**src/rtl/sram_arb_pkg.sv**
```systemverilog
// Shared types for the framebuffer SRAM arbiter.
// Clear FSM states and SRAM port owner encoding.
package sram_arb_pkg;

  typedef enum logic [1:0] {
    IDLE  = 2'd0,
    CLEAR = 2'd1,
    DONE  = 2'd2
  } clr_state_e;

  typedef enum logic [1:0] {
    GNT_NONE = 2'd0,
    GNT_RD   = 2'd1,
    GNT_CLR  = 2'd2,
    GNT_WR   = 2'd3
  } gnt_e;

endpackage

```
**src/rtl/sram_clear_seq.sv**
```systemverilog
// Clear engine: walks addresses 0..DEPTH-1 writing a latched fill value.
// Only built into sram_arbiter when SRAM_ARB_CLEAR_EN is defined.
module sram_clear_seq
  import sram_arb_pkg::*;
#(
  parameter int ADDR_WIDTH = 8,
  parameter int DATA_WIDTH = 8,
  parameter int DEPTH      = 256
) (
  input  logic                  i_clk,
  input  logic                  i_rst,
  input  logic                  i_start,
  input  logic [DATA_WIDTH-1:0] i_fill,
  input  logic                  i_grant,
  output logic                  o_busy,
  output logic                  o_done,
  output logic [ADDR_WIDTH-1:0] o_addr,
  output logic [DATA_WIDTH-1:0] o_data
);

  localparam logic [ADDR_WIDTH-1:0] LAST =
    ADDR_WIDTH'(DEPTH - 1);

  clr_state_e            state;
  logic [ADDR_WIDTH-1:0] cnt;
  logic [DATA_WIDTH-1:0] fill;

  assign o_addr = cnt;
  assign o_data = fill;

  // Counter only moves on cycles the arbiter actually gave us.
  always_ff @(posedge i_clk) begin
    if (i_rst) begin
      state  <= IDLE;
      cnt    <= '0;
      fill   <= '0;
      o_busy <= 1'b0;
      o_done <= 1'b0;
    end else begin
      o_done <= 1'b0;
      unique case (state)
        IDLE: begin
          if (i_start) begin
            state  <= CLEAR;
            cnt    <= '0;
            fill   <= i_fill;
            o_busy <= 1'b1;
          end
        end
        CLEAR: begin
          if (i_grant) begin
            if (cnt == LAST) begin
              state  <= DONE;
              cnt    <= '0;
              o_busy <= 1'b0;
              o_done <= 1'b1;
            end else begin
              cnt <= cnt + ADDR_WIDTH'(1);
            end
          end
        end
        DONE: begin
          state <= IDLE;
        end
        default: begin
          state  <= IDLE;
          o_busy <= 1'b0;
        end
      endcase
    end
  end

endmodule

```
**src/rtl/sram_arbiter.sv**
```systemverilog
// Single-port framebuffer SRAM arbiter: display read > clear > draw write.
// Clear engine present only when SRAM_ARB_CLEAR_EN is defined.
module sram_arbiter
  import sram_arb_pkg::*;
#(
  parameter int ADDR_WIDTH = 8,
  parameter int DATA_WIDTH = 8,
  parameter int DEPTH      = 256
) (
  input  logic                  i_clk,
  input  logic                  i_rst,
  input  logic                  i_rd_req,
  input  logic [ADDR_WIDTH-1:0] i_rd_addr,
  output logic [DATA_WIDTH-1:0] o_rd_data,
  output logic                  o_rd_valid,
  input  logic                  i_wr_valid,
  input  logic [ADDR_WIDTH-1:0] i_wr_addr,
  input  logic [DATA_WIDTH-1:0] i_wr_data,
  output logic                  o_wr_ready,
  input  logic                  i_clr_start,
  input  logic [DATA_WIDTH-1:0] i_clr_data,
  output logic                  o_clr_busy,
  output logic                  o_clr_done,
  output logic [ADDR_WIDTH-1:0] o_sram_addr,
  output logic                  o_sram_write,
  output logic [DATA_WIDTH-1:0] o_sram_data,
  input  logic [DATA_WIDTH-1:0] i_sram_data
);

  gnt_e                  gnt;
  logic [ADDR_WIDTH-1:0] clr_addr;
  logic [DATA_WIDTH-1:0] clr_data;

`ifdef SRAM_ARB_CLEAR_EN
  logic clr_grant;

  assign clr_grant = (gnt == GNT_CLR);

  sram_clear_seq #(
    .ADDR_WIDTH (ADDR_WIDTH),
    .DATA_WIDTH (DATA_WIDTH),
    .DEPTH      (DEPTH)
  ) u_clr (
    .i_clk   (i_clk),
    .i_rst   (i_rst),
    .i_start (i_clr_start),
    .i_fill  (i_clr_data),
    .i_grant (clr_grant),
    .o_busy  (o_clr_busy),
    .o_done  (o_clr_done),
    .o_addr  (clr_addr),
    .o_data  (clr_data)
  );
`else
  logic unused_clr;

  assign unused_clr = ^{i_clr_start, i_clr_data};
  assign clr_addr   = '0;
  assign clr_data   = '0;
  assign o_clr_busy = 1'b0;
  assign o_clr_done = 1'b0;
`endif

  // Draw side may only move when neither read nor clear wants the port.
  assign o_wr_ready = !i_rd_req && !o_clr_busy;

  always_comb begin
    gnt = GNT_NONE;
    if (i_rd_req) begin
      gnt = GNT_RD;
    end else if (o_clr_busy) begin
      gnt = GNT_CLR;
    end else if (i_wr_valid) begin
      gnt = GNT_WR;
    end
  end

  always_comb begin
    o_sram_addr  = '0;
    o_sram_data  = '0;
    o_sram_write = 1'b0;
    unique case (gnt)
      GNT_RD: begin
        o_sram_addr = i_rd_addr;
      end
      GNT_CLR: begin
        o_sram_addr  = clr_addr;
        o_sram_data  = clr_data;
        o_sram_write = 1'b1;
      end
      GNT_WR: begin
        o_sram_addr  = i_wr_addr;
        o_sram_data  = i_wr_data;
        o_sram_write = 1'b1;
      end
      default: begin
        o_sram_addr = '0;
      end
    endcase
  end

  // SRAM output is already registered; only the valid needs a stage.
  assign o_rd_data = i_sram_data;

  always_ff @(posedge i_clk) begin
    if (i_rst) begin
      o_rd_valid <= 1'b0;
    end else begin
      o_rd_valid <= i_rd_req;
    end
  end

endmodule

```
**config.mk**
```make
export PLATFORM = sky130hd
export DESIGN_NAME = sram_arbiter
export DESIGN_NICKNAME = d
export VERILOG_FILES = /design/src/rtl/sram_arb_pkg.sv /design/src/rtl/sram_clear_seq.sv /design/src/rtl/sram_arbiter.sv
export SDC_FILE = /design/constraint.sdc
export NUM_CORES = 1
export LEC_CHECK = 0
export ABC_AREA = 1
export BUFFER_PORTS_ARGS = -buffer_cell sky130_fd_sc_hd__buf_4
export CORE_ASPECT_RATIO = 0.9
export CORE_MARGIN = 2
export CORE_UTILIZATION = 25
export CTS_CLUSTER_SIZE = 28
export DETAILED_ROUTE_END_ITERATION = 16
export PLACE_DENSITY = 0.84
export RECOVER_POWER = 100
export SYNTH_ARGS = -nofsm -noshare
export SYNTH_HDL_FRONTEND = slang
export SYNTH_SLANG_ARGS = --single-unit
```
**constraint.sdc**
```tcl
create_clock -name i_clk -period 2.3 [get_ports i_clk]
set_clock_uncertainty 0.15 [all_clocks]
set_input_delay 0.46 -clock i_clk [delete_from_list [all_inputs] [get_ports i_clk]]
set_output_delay 0.46 -clock i_clk [all_outputs]
set_load 0.02 [all_outputs]
```
==> flow_metrics.tcl, run 1 <==
set metrics [dict create \
    outcome "finished, final reports clean" \
    grt.busiest_layer "met2" \
    p_int_uw 64.8 \
    synth_cell_types 11 \
    final_layout_size_suffix_gt1_share_pct 39.8 \
    holdWs_ns 0.467 \
    grt_max_degree 12 \
    startpoint_type "primary input" \
    peakVddDrop_uv 90.2 \
    p_sw_uw 61.4 \
    worstSetupPathType "primary input to output pin" \
    sw_frac_of_total_pct 48.6 \
    fin_nets 140 \
    critPathArrivalTime_ns 1.35 \
    synth_top_cell_by_area "nand3_2" \
    finalPower_uw 126 \
    min-delay-start "i_rst" \
    grt_pass1_vias 355 \
    n_fill_cell 176 \
    cp_max_fo 11 \
    ys_seq_area_share_pct 5.54 \
    grtUsageTotal_pct 9.99 \
    synth_cells 59 \
    synth_commonest_cells "16 x nand2_1, 10 x buf_4, 9 x inv_1, 9 x nor2_1, 8 x nand3_2" \
    period_needed_ns 1.96 \
    power.density_nw_per_um2 233 \
    place_ws_ns 0.513 \
    port_buffers 46 \
    ant_nets 0 \
    end_kind "output pin" \
    grt_use_met1_pct 12.5 \
    placed_cell_area_sq_um 612 \
    largestRegisters "o_rd_valid (1)" \
    grt_pass1_wl_microns 1390 \
    fmax_mhz 510 \
    slew_viol_final 0 \
    synth-async-reset-ratio_pct 0 \
    p_comb_share_pct 85.1 \
    gp_congestion 0.616 \
    dr.pass1.iters 1 \
    setup_ws_ns 0.338 \
    die_w_microns 44.1 \
    utilization_pct 38.7 \
    dpl.hpwl_microns 878 \
    hold_end "o_rd_valid" \
    gr-total-overflow 0 \
    p_seq_share_pct 14.9 \
    final_area_sq_um 542 \
    start_util_pct 25.8 \
    die_h_microns 40.1 \
    synth_edf_count 0 \
    drt-total-wl_microns 999 \
    synth-seq-cells 1 \
    post_cts_buffers 0 \
    post_cts_resized 0 \
    dr.first_iter.drc_count 0 \
    wl_per_cell_microns 9.25 \
    power.clock.fraction_pct 0 \
    hold_violations 0 \
    syn_area_sq_um 362 \
    synthFlopType "dfxtp_1" \
    finalCritPeriodShare_pct 85.3 \
    synth_top_cell_area_share_pct 22.1 \
    yosys-top-cells-area "nand3_2 22%, buf_4 21%, nand2_1 17%" \
    yosys_warnings 0 \
    largest_register "o_rd_valid" \
    syn_area_per_cell_sq_um 6.13 \
    syn2layout_area_growth_pct 49.8 \
    final_cells 108 \
    core_area_sq_um 1400 \
    dp.cells 108 \
    viasPerCell 3.95 \
    tns_ns 0 \
    leakage_nw 0.323 \
    diodes 0 \
    io-pin-count 74 \
    met3_usage_pct 1.35 \
    antenna_found_initial 0 \
    use_met2_pct 19.5 \
    drc 0 \
    hp-class "primary input to register" \
    synth_most_common_cell "nand2_1" \
    drv_cap 0 \
    cp.required_ns 1.69 \
    finalSetupViolCount 0 \
    largest_register_ffs 1 \
    rsz0062_at_grt "false" \
    rows 13 \
    dr_total_vias 427 \
    dieArea_sq_um 1770 \
    clkTransAtPathRegs_ns 0 \
    whs_path_depth 2 \
    cts_hold_buf 0 \
]
==> routing by layer <==
layer,up-vias,part of all wire [%]
li1,228,-
met3,0,6.9
met1,182,38
met4,0,0
met5,-,0
met2,17,55
==> critical path, stage by stage <==
cell	delay [ns]
buf_4	0.15
inv_4	0.14
nand2_1	0.20
nor2_1	0.14
clkbuf_1	0.25
==> cells in the final DEF, fill, tap and decap left out, drive strengths merged <==
cell type	netlist	layout
nand2	17	17
nand3	8	8
dfxtp	1	1
buf	13	28
clkbuf	0	18
inv	10	10
conb	1	2
nor2	9	9
==> power groups by stage <==
stage                     registers (mW)  logic [mW]  clock network (mW)
after detailed placement          0.0188       0.124                   0
after floorplan                   0.0201      0.0845                   0
after global placement            0.0189       0.122                   0
final                             0.0188       0.107                   0
after CTS                         0.0188       0.125                   0
after global routing              0.0189       0.117                   0
==> cell families after synthesis <==
group | Yosys count | share of synthesized area (%)
buf+inv | 23 | 43.6
other cells | 1 | 1.04
flops | 1 | 5.54
simple gates | 34 | 49.8
==> worst max path at each step <==
stage	startpoint	endpoint	slack [ns]	depth (start not counted)
after global placement	i_rd_req	o_sram_data[4]	0.54	5
final	i_rd_req	o_sram_data[6]	0.34	5
after global routing	i_rd_req	o_sram_data[3]	0.22	5
after CTS	i_rd_req	o_sram_data[6]	0.51	5
after floorplan	i_rd_req	o_sram_data[0]	0.66	4
after detailed placement	i_rd_req	o_sram_data[6]	0.51	5
==> cell type report <==
type                       instances  area [sq um]  area share, %
multi-input combinational         36           185           34.2
inverter                          10          40.0           7.39
timing repair buffer              46           278           51.3
sequential                         1          20.0           3.70
tap                               15          18.8           3.46
Power figures use the tool's default switching activity.
==> inputs of run 2 (changes only) <==
--- a/config.mk
+++ b/config.mk
@@ -9,10 +9,10 @@
 export BUFFER_PORTS_ARGS = -buffer_cell sky130_fd_sc_hd__buf_4
 export CORE_ASPECT_RATIO = 0.9
 export CORE_MARGIN = 2
-export CORE_UTILIZATION = 25
+export CORE_UTILIZATION = 21
 export CTS_CLUSTER_SIZE = 28
 export DETAILED_ROUTE_END_ITERATION = 16
-export PLACE_DENSITY = 0.84
+export PLACE_DENSITY = 0.76
 export RECOVER_POWER = 100
 export SYNTH_ARGS = -nofsm -noshare
 export SYNTH_HDL_FRONTEND = slang
==> constraint.sdc (replaced) <==
create_clock -name i_clk -period 1.7 [get_ports i_clk]
set_clock_uncertainty 0.15 [all_clocks]
set_input_delay 0.34 -clock i_clk [delete_from_list [all_inputs] [get_ports i_clk]]
set_output_delay 0.34 -clock i_clk [all_outputs]
set_load 0.02 [all_outputs]
==> run 2 against run 1 <==
  * Cell count grew 8.3%
  * Power grew 38%
  * First-iteration DRC count grew 3
  * Critical path depth is the same
  * Combinational power grew 38%
  * Worst hold slack lost 0.12 ns
  * Sequential power grew 35%
  * Die area grew 17%
  * Wire length grew 2.4%
  * Via count shrank 2.3%
  * Worst setup slack lost 0.20 ns
  * Global-route usage shrank 1.1 points
==> flow_metrics.tcl, run 2 (synthesized netlist as in run 1, its figures left out) <==
set metrics [dict create \
    outcome "finished, final reports clean" \
    gp_congestion 0.621 \
    met3_usage_pct 1.25 \
    core_area_sq_um 1650 \
    worstSetupPathType "primary input to output pin" \
    slew_viol_final 0 \
    drc 0 \
    period_needed_ns 1.56 \
    placed_cell_area_sq_um 623 \
    cp-endpoint "o_sram_data[0]" \
    cp.required_ns 1.21 \
    cts_hold_buf 0 \
    dp.cells 117 \
    grt_max_degree 12 \
    use_met2_pct 14.7 \
    die_w_microns 47.7 \
    fmax_mhz 641 \
    die_h_microns 43.4 \
    final_cells 117 \
    cp-startpoint "i_rd_req" \
    finalCritPeriodShare_pct 91.8 \
    grt_pass1_vias 307 \
    drt-total-wl_microns 1020 \
    drv_cap 0 \
    peakVddDrop_uv 106 \
    port_buffers 46 \
    clkTransAtPathRegs_ns 0 \
    grtUsageTotal_pct 8.86 \
    fin_nets 140 \
    wl_per_cell_microns 8.74 \
    path_delay_family "buffers and inverters" \
    gr-total-overflow 0 \
    grt_pass1_wl_microns 1450 \
    path_buf_inv 3 \
    final_layout_size_suffix_gt1_share_pct 49.5 \
    slowest_delay_ns 0.17 \
    post_cts_resized 0 \
    ant_nets 0 \
    largestRegisters "o_rd_valid (1)" \
    dpl.hpwl_microns 867 \
    tns_ns 0 \
    syn2layout_area_growth_pct 56.7 \
    leakage_nw 0.353 \
    dr_total_vias 417 \
    final_common_cell "buf_4" \
    path_depth 5 \
    dr.pass1.iters 2 \
    power.density_nw_per_um2 307 \
    dieArea_sq_um 2070 \
    io-pin-count 74 \
    finalSetupViolCount 0 \
    rows 14 \
    critPathSlowestCell "clkbuf_2" \
    end_kind "output pin" \
    post_cts_buffers 0 \
    final_cell_mix "30 x buf_4, 16 x nand2_1, 9 x inv_1, 9 x nor2_1, 9 x clkbuf_1" \
    crit_chain "buf_4 -> inv_4 -> nand2_2 -> nor2_1 -> clkbuf_2" \
    grt_use_met1_pct 12.9 \
    critPathArrivalTime_ns 1.07 \
    cp_max_fo 11 \
    largest_register_ffs 1 \
    rsz0062_at_grt "false" \
    viasPerCell 3.56 \
    n_fill_cell 203 \
    startpoint_type "primary input" \
    utilization_pct 34.4 \
    dr.first_iter.drc_count 3 \
    diodes 0 \
    hp-class "primary input to register" \
    hold_violations 0 \
    largest_register "o_rd_valid" \
    antenna_found_initial 0 \
    final_area_sq_um 567 \
    grt.busiest_layer "met2" \
    start_util_pct 22.0 \
]
run 2: routing by layer:
layer	part of all wire [%]	up-vias
li1	-	229
met3	8.5	0
met5	0	-
met4	0	0
met2	53	16
met1	38	172
run 2: stage by stage:
step / total power, mW / hold WS [ns] / setup WS (ns)
2_1_floorplan: 0.141 / 0.262 / 0.304
3_3_place_gp: 0.191 / 0.348 / 0.169
3_5_place_dp: 0.193 / 0.350 / 0.156
4_1_cts: 0.194 / 0.350 / 0.149
5_1_grt: 0.188 / 0.354 / 0.0521
6_report: 0.174 / 0.347 / 0.140
run 2: cell type report:
class / count / area, sq um / share of cell area [%]
Tap cell: 24 / 30.0 / 5.30
Sequential cell: 1 / 20.0 / 3.53
Multi-Input combinational cell: 36 / 183 / 32.2
Timing Repair Buffer: 46 / 294 / 51.9
Inverter: 10 / 40.0 / 7.06
run 2: power by group:
part | internal (mW) | switching (mW) | leakage, nW | total, mW
sequential | 0.0252 | 0.000231 | 0.00834 | 0.0254
combinational | 0.0664 | 0.0820 | 0.345 | 0.148
clock | 0 | 0 | 0 | 0
total | 0.0916 | 0.0822 | 0.353 | 0.174
run 2: how the worst min path moves through the flow:
| stage | startpoint | to | slack [ns] | cells past startpoint |
|---|---|---|---|---|
| floorplan | i_rst | o_rd_valid | 0.26 | 1 |
| global placement | i_rst | o_rd_valid | 0.35 | 2 |
| detailed placement | i_rst | o_rd_valid | 0.35 | 2 |
| CTS | i_rst | o_rd_valid | 0.35 | 2 |
| global route | i_rst | o_rd_valid | 0.35 | 2 |
| finish | i_rst | o_rd_valid | 0.35 | 2 |
==> inputs of run 3 (changes only) <==
--- a/config.mk
+++ b/config.mk
@@ -14,6 +14,8 @@
 export DETAILED_ROUTE_END_ITERATION = 16
 export PLACE_DENSITY = 0.76
 export RECOVER_POWER = 100
+export SETUP_SLACK_MARGIN = 0.3
+export SKIP_CTS_REPAIR_TIMING = 1
 export SYNTH_ARGS = -nofsm -noshare
 export SYNTH_HDL_FRONTEND = slang
 export SYNTH_SLANG_ARGS = --single-unit
==> run 3 against run 2 <==
  * Core utilization up 3.0 points
  * Critical path depth unchanged
  * Sequential share of layout area down 0.29 points
  * Wire length rose by 6.5%
  * Die area stayed put
  * Global-route usage is the same
  * Combinational power up 9%
  * Cell area rose by 8.8%
  * Worst setup slack improved by 0.13 ns
  * Sequential power about the same
  * Flip-flop and latch count unchanged
  * Power increased by 7.5%
  * Highest routed layer unchanged
==> flow_metrics.tcl, run 3 (synthesized netlist as in run 1, its figures left out) <==
set metrics [dict create \
    drc 0 \
    final_cell_mix "28 x buf_4, 16 x nand2_1, 16 x clkbuf_1" \
    rows 14 \
    gp_congestion 0.621 \
    dr.pass1.iters 2 \
    place_ws_ns 0.156 \
    worstSetupPathType "primary input to output pin" \
    crit_chain "buf_8 -> clkinv_8 -> nand2_8 -> nor2_1 -> clkbuf_1" \
    leakage_nw 0.343 \
    cp_max_fo 10 \
    wl_per_cell_microns 9.24 \
    drv_cap 0 \
    antenna_found_initial 0 \
    outcome "finished, final reports clean" \
    fmax_mhz 699 \
    drt-total-wl_microns 1090 \
    largest_register "o_rd_valid" \
    grt_pass1_wl_microns 1450 \
    die_h_microns 43.4 \
    dieArea_sq_um 2070 \
    cp.required_ns 1.21 \
    grt_max_degree 12 \
    io-pin-count 74 \
    slowest_delay_ns 0.24 \
    critPathArrivalTime_ns 0.94 \
    syn2layout_area_growth_pct 70.6 \
    finalSetupViolCount 0 \
    end_kind "output pin" \
    slew_viol_final 0 \
    start_util_pct 22.0 \
    grtUsageTotal_pct 8.86 \
    ant_nets 0 \
    startpoint_type "primary input" \
    dpl.hpwl_microns 867 \
    critPathSlowestCell "clkbuf_1" \
    dr.first_iter.drc_count 4 \
    gr-total-overflow 0 \
    hp-class "primary input to register" \
    period_needed_ns 1.43 \
    diodes 0 \
    rsz0062_at_grt "false" \
    die_w_microns 47.7 \
    hold_violations 0 \
    tns_ns 0 \
    finalCritPeriodShare_pct 84.2 \
    setup_ws_ns 0.269 \
    fin_nets 141 \
    peakVddDrop_uv 115 \
    clkTransAtPathRegs_ns 0 \
    largestRegisters "o_rd_valid (1)" \
    final_layout_size_suffix_gt1_share_pct 47.9 \
    n_fill_cell 207 \
    core_area_sq_um 1650 \
    grt_pass1_vias 307 \
    dr_total_vias 430 \
    port_buffers 46 \
    largest_register_ffs 1 \
    power.density_nw_per_um2 303 \
    viasPerCell 3.64 \
    final_common_cell "buf_4" \
]
-- run 3: changes by cell type in the layout (fill, tap and decap cells not counted), sizes merged --
cell	delta
clkinv	+1
-- run 3: final cells by class --
cell class / count / area (sq um) / share of cell area, %
Timing Repair Buffer: 46 / 297 / 48.1
Multi-Input combinational cell: 36 / 211 / 34.3
Inverter: 10 / 50.0 / 8.11
Tap cell: 24 / 30.0 / 4.87
Sequential cell: 1 / 20.0 / 3.25
Timing Repair inverter: 1 / 8.76 / 1.42
-- run 3: path summary, 6_finish.rpt --
check / from / end / slack (ns) / depth (start not counted)
worst min-delay path: i_rst / o_rd_valid / 0.35 / 2
worst max-delay path: i_rd_req / o_sram_data[1] / 0.27 / 5
-- run 3: layer usage --
metal | track usage (%) | share of wire [%] | vias up
met5 | 0 | 0 | -
met4 | 0 | 0 | 0
met3 | 1.25 | 8.1 | 0
met2 | 14.7 | 57 | 16
met1 | 12.9 | 35 | 182
li1 | - | - | 232
-- run 3: where the power goes --
group / internal (mW) / switching, mW / leakage (nW)
Sequential: 0.0252 / 0.000231 / 0.00834
Combinational: 0.0716 / 0.0899 / 0.335
Clock: 0 / 0 / 0
-- run 3: per-stage QoR --
step | hold slack (ns) | instance area (sq um) | std cells | power, mW | utilization, %
after floorplan | 0.262 | 365 | 60 | 0.141 | -
after global placement | 0.348 | 623 | 117 | 0.191 | 37.8
after detailed placement | 0.350 | 623 | 117 | 0.193 | 37.8
after CTS | 0.350 | 623 | 117 | 0.194 | 37.8
after global routing | 0.354 | 617 | 118 | 0.201 | 37.5
final | 0.347 | 617 | 118 | 0.187 | 37.5
-- run 3: critical path, delay by kind of cell --
kind | cells | cell delay, ns
buffers and inverters | 3 | 0.44
AND/OR/NAND/NOR | 2 | 0.16
